==> config.mk <==
export PLATFORM = sky130hd
export DESIGN_NAME = mean_square_u16
export DESIGN_NICKNAME = d
export VERILOG_FILES = /design/src/rtl/mean_square_u16.sv
export SDC_FILE = /design/constraint.sdc
export NUM_CORES = 1
export LEC_CHECK = 0
export CELL_PAD_IN_SITES_DETAIL_PLACEMENT = 1
export CELL_PAD_IN_SITES_GLOBAL_PLACEMENT = 1
export CORE_ASPECT_RATIO = 1.4
export CORE_MARGIN = 5
export CORE_UTILIZATION = 50
export CTS_BUF_LIST = sky130_fd_sc_hd__clkbuf_4
export DETAILED_ROUTE_END_ITERATION = 7
export PLACE_DENSITY_LB_ADDON = 0.1
export RECOVER_POWER = 50
export SYNTH_ARGS = -nofsm -noshare
export SYNTH_HDL_FRONTEND = slang
export SYNTH_SLANG_ARGS = --single-unit
==> constraint.sdc <==
create_clock -name clk -period 4.75 [get_ports clk]
set_input_delay 0.475 -clock clk [delete_from_list [all_inputs] [get_ports clk]]
set_output_delay 0.475 -clock clk [all_outputs]
set_load 0.005 [all_outputs]
==> src/rtl/mean_square_u16.sv <==
// Mean square of non-overlapping windows of 2^LOG2N unsigned 16-bit samples.
// Squaring is a 16-cycle shift-add multiply; the result feeds sqrt_u32 for RMS.
module mean_square_u16 #(
    parameter int LOG2N = 4
) (
    input  logic        clk,
    input  logic        rst,
    input  logic        vld_in,
    input  logic [15:0] s,
    output logic        rdy,
    output logic        vld_out,
    output logic [31:0] x
);

    localparam int ACC_W = 32 + LOG2N;
    localparam int CNT_W = LOG2N + 1;
    localparam int N     = 1 << LOG2N;

    typedef enum logic [1:0] {IDLE, MUL, ACC, OUT} state_t;

    state_t             state_reg;
    logic [31:0]        mcand_reg;
    logic [15:0]        mplier_reg;
    logic [31:0]        product_reg;
    logic [3:0]         bit_cnt_reg;
    logic [ACC_W-1:0]   acc_reg;
    logic [CNT_W-1:0]   count_reg;
    logic [31:0]        x_reg;
    logic               vld_out_reg;
    logic               rdy_reg;

    logic [ACC_W-1:0]   acc_sum_next;
    logic [CNT_W-1:0]   count_inc_next;

    always_comb begin
        acc_sum_next   = acc_reg + ACC_W'(product_reg);
        count_inc_next = count_reg + CNT_W'(1);
    end

    always_ff @(posedge clk) begin
        if (rst) begin
            state_reg   <= IDLE;
            mcand_reg   <= '0;
            mplier_reg  <= '0;
            product_reg <= '0;
            bit_cnt_reg <= '0;
            acc_reg     <= '0;
            count_reg   <= '0;
            x_reg       <= '0;
            vld_out_reg <= 1'b0;
            rdy_reg     <= 1'b1;
        end else begin
            case (state_reg)
                IDLE: begin
                    if (vld_in) begin
                        mcand_reg   <= {16'd0, s};
                        mplier_reg  <= s;
                        product_reg <= '0;
                        bit_cnt_reg <= '0;
                        rdy_reg     <= 1'b0;
                        state_reg   <= MUL;
                    end
                end
                MUL: begin
                    // One multiplier bit per cycle, LSB first, multiplicand shifted up.
                    if (mplier_reg[0])
                        product_reg <= product_reg + mcand_reg;
                    mcand_reg   <= {mcand_reg[30:0], 1'b0};
                    mplier_reg  <= {1'b0, mplier_reg[15:1]};
                    bit_cnt_reg <= bit_cnt_reg + 4'd1;
                    if (bit_cnt_reg == 4'd15)
                        state_reg <= ACC;
                end
                ACC: begin
                    acc_reg   <= acc_sum_next;
                    count_reg <= count_inc_next;
                    if (count_inc_next == CNT_W'(N)) begin
                        // x and vld_out are registered on entry so they are valid during OUT.
                        x_reg       <= acc_sum_next[LOG2N +: 32];
                        vld_out_reg <= 1'b1;
                        state_reg   <= OUT;
                    end else begin
                        rdy_reg   <= 1'b1;
                        state_reg <= IDLE;
                    end
                end
                OUT: begin
                    vld_out_reg <= 1'b0;
                    acc_reg     <= '0;
                    count_reg   <= '0;
                    rdy_reg     <= 1'b1;
                    state_reg   <= IDLE;
                end
                default: begin
                    rdy_reg   <= 1'b1;
                    state_reg <= IDLE;
                end
            endcase
        end
    end

    assign rdy     = rdy_reg;
    assign vld_out = vld_out_reg;
    assign x       = x_reg;

endmodule

## Word level (Yosys, flattened, before mapping)

Index checks and enable logic that the tools add are counted.

- Output and inout port bits: 34
- Input bits: 19
- Word-level logic and storage cells: 54
- Bits in registers: 161

- Reductions and logical operators: 10
- Multiplexer cells: 20
- Equality and inequality tests: 10
- $add $sub $neg: 4

Operators by type and width:

| operator | count |
|---|---|
| $pmux W32 S2 | 2 |
| $mux W32 | 3 |
| $pmux W36 S2 | 1 |
| $add A36 B32 Y36 | 1 |
| $add A32 B32 Y32 | 1 |
| $pmux W16 S2 | 1 |
| $mux W16 | 1 |
| $ne A2 B2 Y1 const B | 5 |
| $pmux W5 S2 | 1 |
| $pmux W2 S4 | 1 |
| $pmux W4 S2 | 1 |
| $reduce_and A2 Y1 | 4 |
| $mux W2 | 3 |
| $reduce_and A3 Y1 | 2 |
| $add A5 B1 Y5 const B | 1 |
| $eq A5 B5 Y1 const B | 1 |
| $add A4 B1 Y4 const B | 1 |
| $eq A2 B2 Y1 const B | 2 |
| $eq A4 B4 Y1 const B | 1 |
| $mux W4 | 1 |
| $reduce_bool A2 Y1 | 2 |
| $mux W1 | 3 |
| $pmux W1 S3 | 1 |
| $reduce_bool A3 Y1 | 1 |
| other kinds (3) | 3 |

## Longest topological paths before layout

Gate-level depths: netlist (run 1).

- Depth after elaboration: 4
- Gate-level depth with buffers: 12
- Mapped depth without buffers: 12

## Worst setup path after synthesis (run 1)

No wires, ideal clock.

- Kind: register to register
- Start point: register product_reg[0]
- End point: register x_reg[24] (netlist: x[24])
- Data required time: 4.659 ns
- Library setup time: 0.091 ns
- Clock period less this slack: 2.683 ns
- Arrival: 2.592 ns
- Setup slack: 2.067 ns
- Cell stages (with the launch flop): 13
- Buffers on the path: 0
- Path through: dfxtp_1 -> ha_1 -> inv_1 -> fa_1 -> nor2b_1 -> o211a_1 -> o21ai_1 -> a21oi_1 -> o21ai_0 -> a211oi_1 -> nor4b_2 -> or3_1 -> a311oi_1

- Word-level cells in the longest chain between the ends: 1

RTL lines:

| what | line | text |
|---|---|---|
| from (decl) | 24 | `logic [31:0] product_reg;` |
| from (signal assigned) | 67 | `product_reg <= product_reg + mcand_reg;` |
| $add A36 B32 Y36 | 36 | `acc_sum_next = acc_reg + ACC_W'(product_reg);` |
| to (signal assigned) | 79 | `x_reg <= acc_sum_next[LOG2N +: 32];` |
| to (decl) | 28 | `logic [31:0] x_reg;` |

No other way between the ends.
A chain may end at the register's enable or synchronous reset.

## Final worst setup path (run 1)

- Start point: register state_reg[1]
- End point: register x_reg[28] (netlist: x[28])

- Word-level cells in the longest chain between the ends: 2

RTL lines:

| what | line | text |
|---|---|---|
| from (decl) | 21 | `state_t state_reg;` |
| from (signal assigned) | 42 | `state_reg <= IDLE;` |
| from (signal assigned) | 61 | `state_reg <= MUL;` |
| from (signal assigned) | 72 | `state_reg <= ACC;` |
| $eq A2 B2 Y1 | 53 | `case (state_reg)` |
| $reduce_and A2 Y1 (no source line) | n/a |  |

No other way between the ends.

==> flow_summary_export.csv, run 1 <==
group,metric,value,unit
sta,tns,0,ps
cts,cts_setup_buffers,0,
sta,tightest_slew,1461,ps
grt,gr-total-overflow,0,
synthesis,post_synth_inst_count,1120,
power,irDropWorstVdd,165.8,uV
min_path,hp-class,"in -> reg",
cts,numCtsBuffers,17,
final_layout,final_cell_mix,"192 x nand2_1, 161 x dfxtp_1, 105 x a21oi_1",
setup_path,critical_path_required,5280,ps
final_layout,layoutNonFillerInstCount,1387,
final_layout,syn_to_final_growth,10.93,%
flow_run,cap_viol_max_count,0,
sta,hold_violations,0,
floorplan,start_util,50.46,%
sta,finalCriticalPeriod,3722,ps
placed_design,gp_congestion,0.9255,
power,p_total,2.582,mW
sta,drv_slew,0,
synthesis,ys_seq_area_share,35.78,%
final_layout,final_util,55.98,%
drt,wl_per_cell,18.57,um
synthesis,avgSynthCellArea,8.043,sq um
setup_path,cp_common_cell,"nand3_1",
power,seq_power_share,54.4,%
floorplan,dieArea,20840,sq um
drt,ant_nets,0,
setup_path,critPathMaxFanout,28,
placed_design,hpwl,18930,um
setup_path,worstPathCellList,"inv_1 -> nor2_1 -> clkbuf_1 -> nand3_1 -> nand2b_1 -> or4_1 -> nand3_1",
setup_path,max_stage_delay,690,ps
drt,wirelength,25750,um
final_layout,final_common_cell,"nand2_1",
placed_design,port_buffers,52,
synthesis,yosysWarningCount,0,
sta,fin_skew,30.52,ps
cts,ctsResizeCount,0,
synthesis,synth-edff-count,0,
floorplan,io_pins,53,
setup_path,path_depth,7,
final_layout,largest_reg_flops,36,
synthesis,ys_ff_latch,161,
drt,dr.pass1.iters,4,
setup_path,crit_path_top_delay_cell,"clkbuf_1",
synthesis,ys_async_sr_fraction,0,%
cts,ctsHoldBuffers,0,
power,p_leak,4.277,nW
sta,setup_viol,0,
sta,min_period_over_period,78.36,%
cts,cts_max_level,4,
final_layout,fillerInstances,2257,
floorplan,core_area,17850,sq um
cts,clockBufferDepth,2,
power,powerDensity,258.4,nW/um^2
drt,via_count,8312,
power,combPwrFrac,7.6,%
synthesis,synth_flop_cell,"dfxtp_1",
cts,clock_latency,600,ps
setup_path,worst_setup_path_end_kind,"flip-flop",
power,switching_share,26.29,%
setup_path,r2r_slack,1030,ps
setup_path,criticalPathCategory,"reg -> reg",
setup_path,crit_arrival,4250,ps
grt,antenna_found_initial,1,
cts,path_clk_slew,130,ps
grt,grt_pass1_vias,8677,
synthesis,synth_cell_type_count,60,
floorplan,fp.dieH,168.8,um
power,p_int,1.903,mW
sta,holdWs,397.9,ps
cts,cts_tree,"yes",
setup_path,crit_end,"x[28]",
setup_path,r2r-end,"x[28]",
setup_path,rr_startpoint,"state_reg[1]",
sta,fmax,268.7,MHz
drt,via_per_inst,5.993,
synthesis,syn_area,9009,sq um
grt,grt_pass1_wl,42770,um
setup_path,critical_path.startpoint,"state_reg[1]",
drt,drtIter0Drc,402,
grt,grt_max_degree,78,
sta,rsz0062_at_grt,"false",
drt,drc,0,
cts,root_buffer,"clkbuf_4",
power,clkPwrFrac,38.0,%
setup_path,cp_top_family,"simple AND/OR/NAND/NOR gates",
run_status,status,"completed",
final_layout,nets,1220,
floorplan,num_rows,58,
synthesis,syn_nets,1206,
setup_path,start_kind,"flip-flop",
sta,max_slew_margin,2.620,%
placed_design,place_inst,1355,
power,p_sw,678.7,uW
setup_path,worst-path-buf-inv,2,
setup_path,worstRegToRegCells,7,
grt,track_usage,25.68,%
final_layout,drive_gt1_share,4.101,%
cts,cts_sinks,161,
floorplan,dieWidth,123.4,um
[cell usage after synthesis (3+ instances only)]
cell,n,area share (%)
nand4_1,6,0.42
a211oi_1,18,1.5
nand3b_1,9,0.75
o31ai_1,3,0.25
nor3_1,11,0.61
or4_1,5,0.42
mux2i_1,4,0.44
o21bai_1,10,0.83
a211o_1,4,0.39
o21ai_0,37,2.1
o21a_1,6,0.50
a31oi_1,39,2.7
a21oi_1,105,5.8
o31a_1,3,0.29
a22oi_1,26,2.2
a221o_1,6,0.67
or3_1,8,0.56
xor2_1,18,1.7
nand2_1,192,8.0
nor2b_1,7,0.49
a22o_1,24,2.3
nor2_1,83,3.5
buf_1,5,0.21
and3_1,11,0.76
clkbuf_1,58,2.4
inv_1,18,0.75
nand3_1,47,2.6
o211ai_1,4,0.33
dfxtp_1,161,36
ha_1,65,9.0
nand2b_1,6,0.42
xnor2_1,35,3.4
a21o_1,48,4.0
and2_1,3,0.21
[through the flow]
step | cell area [sq um] | worst slack (ps)
CTS | 9998 | 1601
floorplan | 9009 | 2067
detailed placement | 9658 | 1633
global route | 9993 | 678.7
finish | 9993 | 1028
global placement | 9658 | 1683
[layer usage]
layer	vias up	wire, um	GRT usage [%]
li1	4067	-	-
met3	74	569	4.078
met5	-	0	0
met4	0	1138	12.00
met1	4055	10100	27.21
met2	116	13940	48.39
[power by group through the flow]
stage	clock [mW]	combinational, mW	sequential, mW
floorplan	0	0.138	1.42
global placement	0	0.194	1.43
detailed placement	0	0.198	1.43
CTS	1.01	0.200	1.40
global route	1.06	0.220	1.41
finish	0.982	0.196	1.40
[cells by family after synthesis]
logic type	after synthesis	synth area share, %
AOI/OAI and AO/OA	355	26.15
xor gates and xnor gates	53	5.153
adders and majority gates	67	9.472
buffers and inverters	84	3.528
DFF	161	35.78
muxes	4	0.4445
and+or+nand+nor	396	19.47
[worst reg2reg max path, delay by kind of cell, from the launching register on]
| family | cells | cell delay, ps |
|---|---|---|
| simple gates | 5 | 1910 |
| buf+inv | 2 | 1200 |
| flops | 1 | 580 |
[cell type report]
class | instances | area [sq um] | share of cell area (%)
antenna | 1 | 2.502 | 0.02504
inverter | 19 | 71.32 | 0.7137
clock inverter | 14 | 212.7 | 2.128
timing repair buffer | 60 | 570.5 | 5.709
multi-input combinational | 875 | 5485 | 54.89
sequential | 161 | 3223 | 32.25
tap | 240 | 300.3 | 3.005
clock buffer | 17 | 127.6 | 1.277
[worst min path at each step]
stage / slack, ps / cells after the start / endpoint / startpoint
floorplan: 430 / 2 / acc_reg[23] / acc_reg[23]
global placement: 440 / 2 / acc_reg[29] / acc_reg[29]
detailed placement: 450 / 2 / x[26] / x[26]
CTS: 380 / 2 / count_reg[1] / rst
global route: 400 / 2 / count_reg[2] / rst
finish: 400 / 2 / product_reg[15] / rst
No activity file was read; power rests on OpenSTA's default activity.
==> inputs of run 2 (changes only) <==
--- a/config.mk
+++ b/config.mk
@@ -9,7 +9,7 @@
 export CELL_PAD_IN_SITES_GLOBAL_PLACEMENT = 1
 export CORE_ASPECT_RATIO = 1.4
 export CORE_MARGIN = 5
-export CORE_UTILIZATION = 50
+export CORE_UTILIZATION = 42
 export CTS_BUF_LIST = sky130_fd_sc_hd__clkbuf_4
 export DETAILED_ROUTE_END_ITERATION = 7
 export PLACE_DENSITY_LB_ADDON = 0.1
==> constraint.sdc (replaced) <==
create_clock -name clk -period 3.4 [get_ports clk]
set_input_delay 0.34 -clock clk [delete_from_list [all_inputs] [get_ports clk]]
set_output_delay 0.34 -clock clk [all_outputs]
set_load 0.005 [all_outputs]
==> run 2 against run 1 <==
Net effect: wire length rose by 0.14%; highest routed layer unchanged; critical path type unchanged; via count decreased by 1.4%; sequential power is 40% higher; die area is 18% higher; critical path depth rose by 5; largest power group unchanged; clock skew down 10 ps; setup slack got worse by 730 ps; final cell count rose by 2.3%.
==> flow_summary_export.csv, run 2 (synthesis gave the netlist of run 1 again) <==
group,metric,value,unit
grt,grt_pass1_vias,8421,
placed_design,gp_congestion,0.9197,
setup_path,crit_arrival,3600,ps
sta,tightest_slew,1109,ps
cts,root_buffer,"clkbuf_4",
cts,path_clk_slew,130,ps
power,powerDensity,342.6,nW/um^2
sta,finalCriticalPeriod,3101,ps
final_layout,nets,1231,
power,p_int,2.524,mW
power,irDropWorstVdd,216.0,uV
cts,cts_max_level,4,
placed_design,place_inst,1386,
sta,hold_violations,0,
power,seq_power_share,57.0,%
placed_design,hpwl,19120,um
power,switching_share,26.57,%
setup_path,worstRegToRegCells,12,
cts,cts_sinks,161,
drt,dr.pass1.iters,4,
grt,grt_max_degree,91,
placed_design,place_area,9766,sq um
sta,max_slew_margin,25.81,%
setup_path,crit_end,"x[24]",
min_path,hp-class,"in -> reg",
setup_path,start_kind,"flip-flop",
final_layout,fin_area,10030,sq um
final_layout,final_common_cell,"nand2_1",
power,p_sw,913.5,uW
cts,ctsHoldBuffers,0,
setup_path,rr_startpoint,"product_reg[0]",
drt,via_per_inst,5.774,
sta,fmax,322.5,MHz
sta,drv_slew,0,
setup_path,r2r_slack,300,ps
floorplan,start_util,42.64,%
final_layout,final_util,47.50,%
cts,numCtsBuffers,17,
final_layout,fillerInstances,2604,
floorplan,io_pins,53,
floorplan,dieArea,24520,sq um
flow_run,cap_viol_max_count,0,
floorplan,dieWidth,133.8,um
setup_path,r2r-end,"x[24]",
sta,fin_skew,20.04,ps
drt,wirelength,25790,um
grt,gr-total-overflow,0,
final_layout,drive_gt1_share,5.013,%
drt,via_count,8194,
sta,min_period_over_period,91.21,%
drt,drtIter0Drc,348,
power,clkPwrFrac,34.8,%
floorplan,core_area,21130,sq um
floorplan,fp.dieH,183.3,um
drt,ant_nets,0,
final_layout,largest_reg_flops,36,
setup_path,worst_setup_path_end_kind,"flip-flop",
power,p_leak,4.308,nW
drt,drc,0,
placed_design,port_buffers,52,
final_layout,final_cell_mix,"192 x nand2_1, 161 x dfxtp_1, 105 x a21oi_1",
setup_path,critical_path_required,3890,ps
drt,wl_per_cell,18.17,um
sta,rsz0062_at_grt,"false",
sta,tns,0,ps
floorplan,num_rows,63,
sta,setup_viol,0,
setup_path,critPathMaxFanout,4,
setup_path,criticalPathCategory,"reg -> reg",
cts,clock_latency,580,ps
final_layout,layoutNonFillerInstCount,1419,
cts,cts_tree,"yes",
cts,clockBufferDepth,2,
power,combPwrFrac,8.2,%
final_layout,syn_to_final_growth,11.39,%
grt,track_usage,21.18,%
run_status,status,"completed",
grt,grt_pass1_wl,42210,um
setup_path,critical_path.startpoint,"product_reg[0]",
grt,antenna_found_initial,2,
run 2: worst max-delay path, cell delays in order, from the launching register on:
cell and delay (ps):
dfxtp_1 410, ha_1 210, inv_1 60, fa_1 370, nor2b_1 210, o211a_1 190
o21ai_1 100, a21oi_1 180, o21ai_0 160, a211oi_2 380, nor4b_2 120, or3_1 350
a311oi_1 250
run 2: how the worst min path moves through the flow:
stage           startpoint           end  depth (start not counted)
6_report              s[0]  mcand_reg[0]                          3
4_1_cts               s[0]  mcand_reg[0]                          3
3_3_place_gp         x[18]         x[18]                          2
3_5_place_dp         x[16]         x[16]                          2
5_1_grt               s[0]  mcand_reg[0]                          3
2_1_floorplan  acc_reg[23]   acc_reg[23]                          2
run 2: power by group through the flow:
stage | Sequential (mW) | Clock (mW) | Combinational [mW]
floorplan | 1.99 | 0 | 0.193
global placement | 2.00 | 0 | 0.289
detailed placement | 2.00 | 0 | 0.290
CTS | 1.96 | 1.25 | 0.291
global route | 1.97 | 1.33 | 0.316
finish | 1.96 | 1.20 | 0.282
run 2: stage by stage:
step	hold slack [ps]	setup slack (ps)	total power, mW
after floorplan	429.1	716.8	2.179
after global placement	443.1	288.1	2.290
after detailed placement	447.1	229.5	2.292
after CTS	279.1	182.2	3.501
after global routing	297.9	44.33	3.608
final	330.2	298.9	3.438
run 2: layout make-up:
cell class / instances / area, sq um / area share, %
antenna: 2 / 5.005 / 0.04988
clock buffer: 19 / 142.6 / 1.421
clock inverter: 12 / 142.6 / 1.421
inverter: 19 / 71.32 / 0.7107
multi-input combinational: 875 / 5483 / 54.64
sequential: 161 / 3223 / 32.12
tap: 260 / 325.3 / 3.242
timing repair buffer: 71 / 641.9 / 6.397
run 2: what timing repair did:
item                                   4_1_cts  5_1_grt
setup endpoints to repair                    0        2
gates resized for setup                      0        1
setup buffers                                0        0
endpoints found under the hold margin        0        0
run 2: per-layer routing:
layer	part of all wire (%)	GRT usage, %	vias to the layer above	routed length, um
met2	54	41.55	86	13930
met5	0	0	-	0
met3	2.1	3.074	32	536
li1	-	-	4095	-
met1	42	23.10	3981	10720
met4	2.3	6.669	0	600
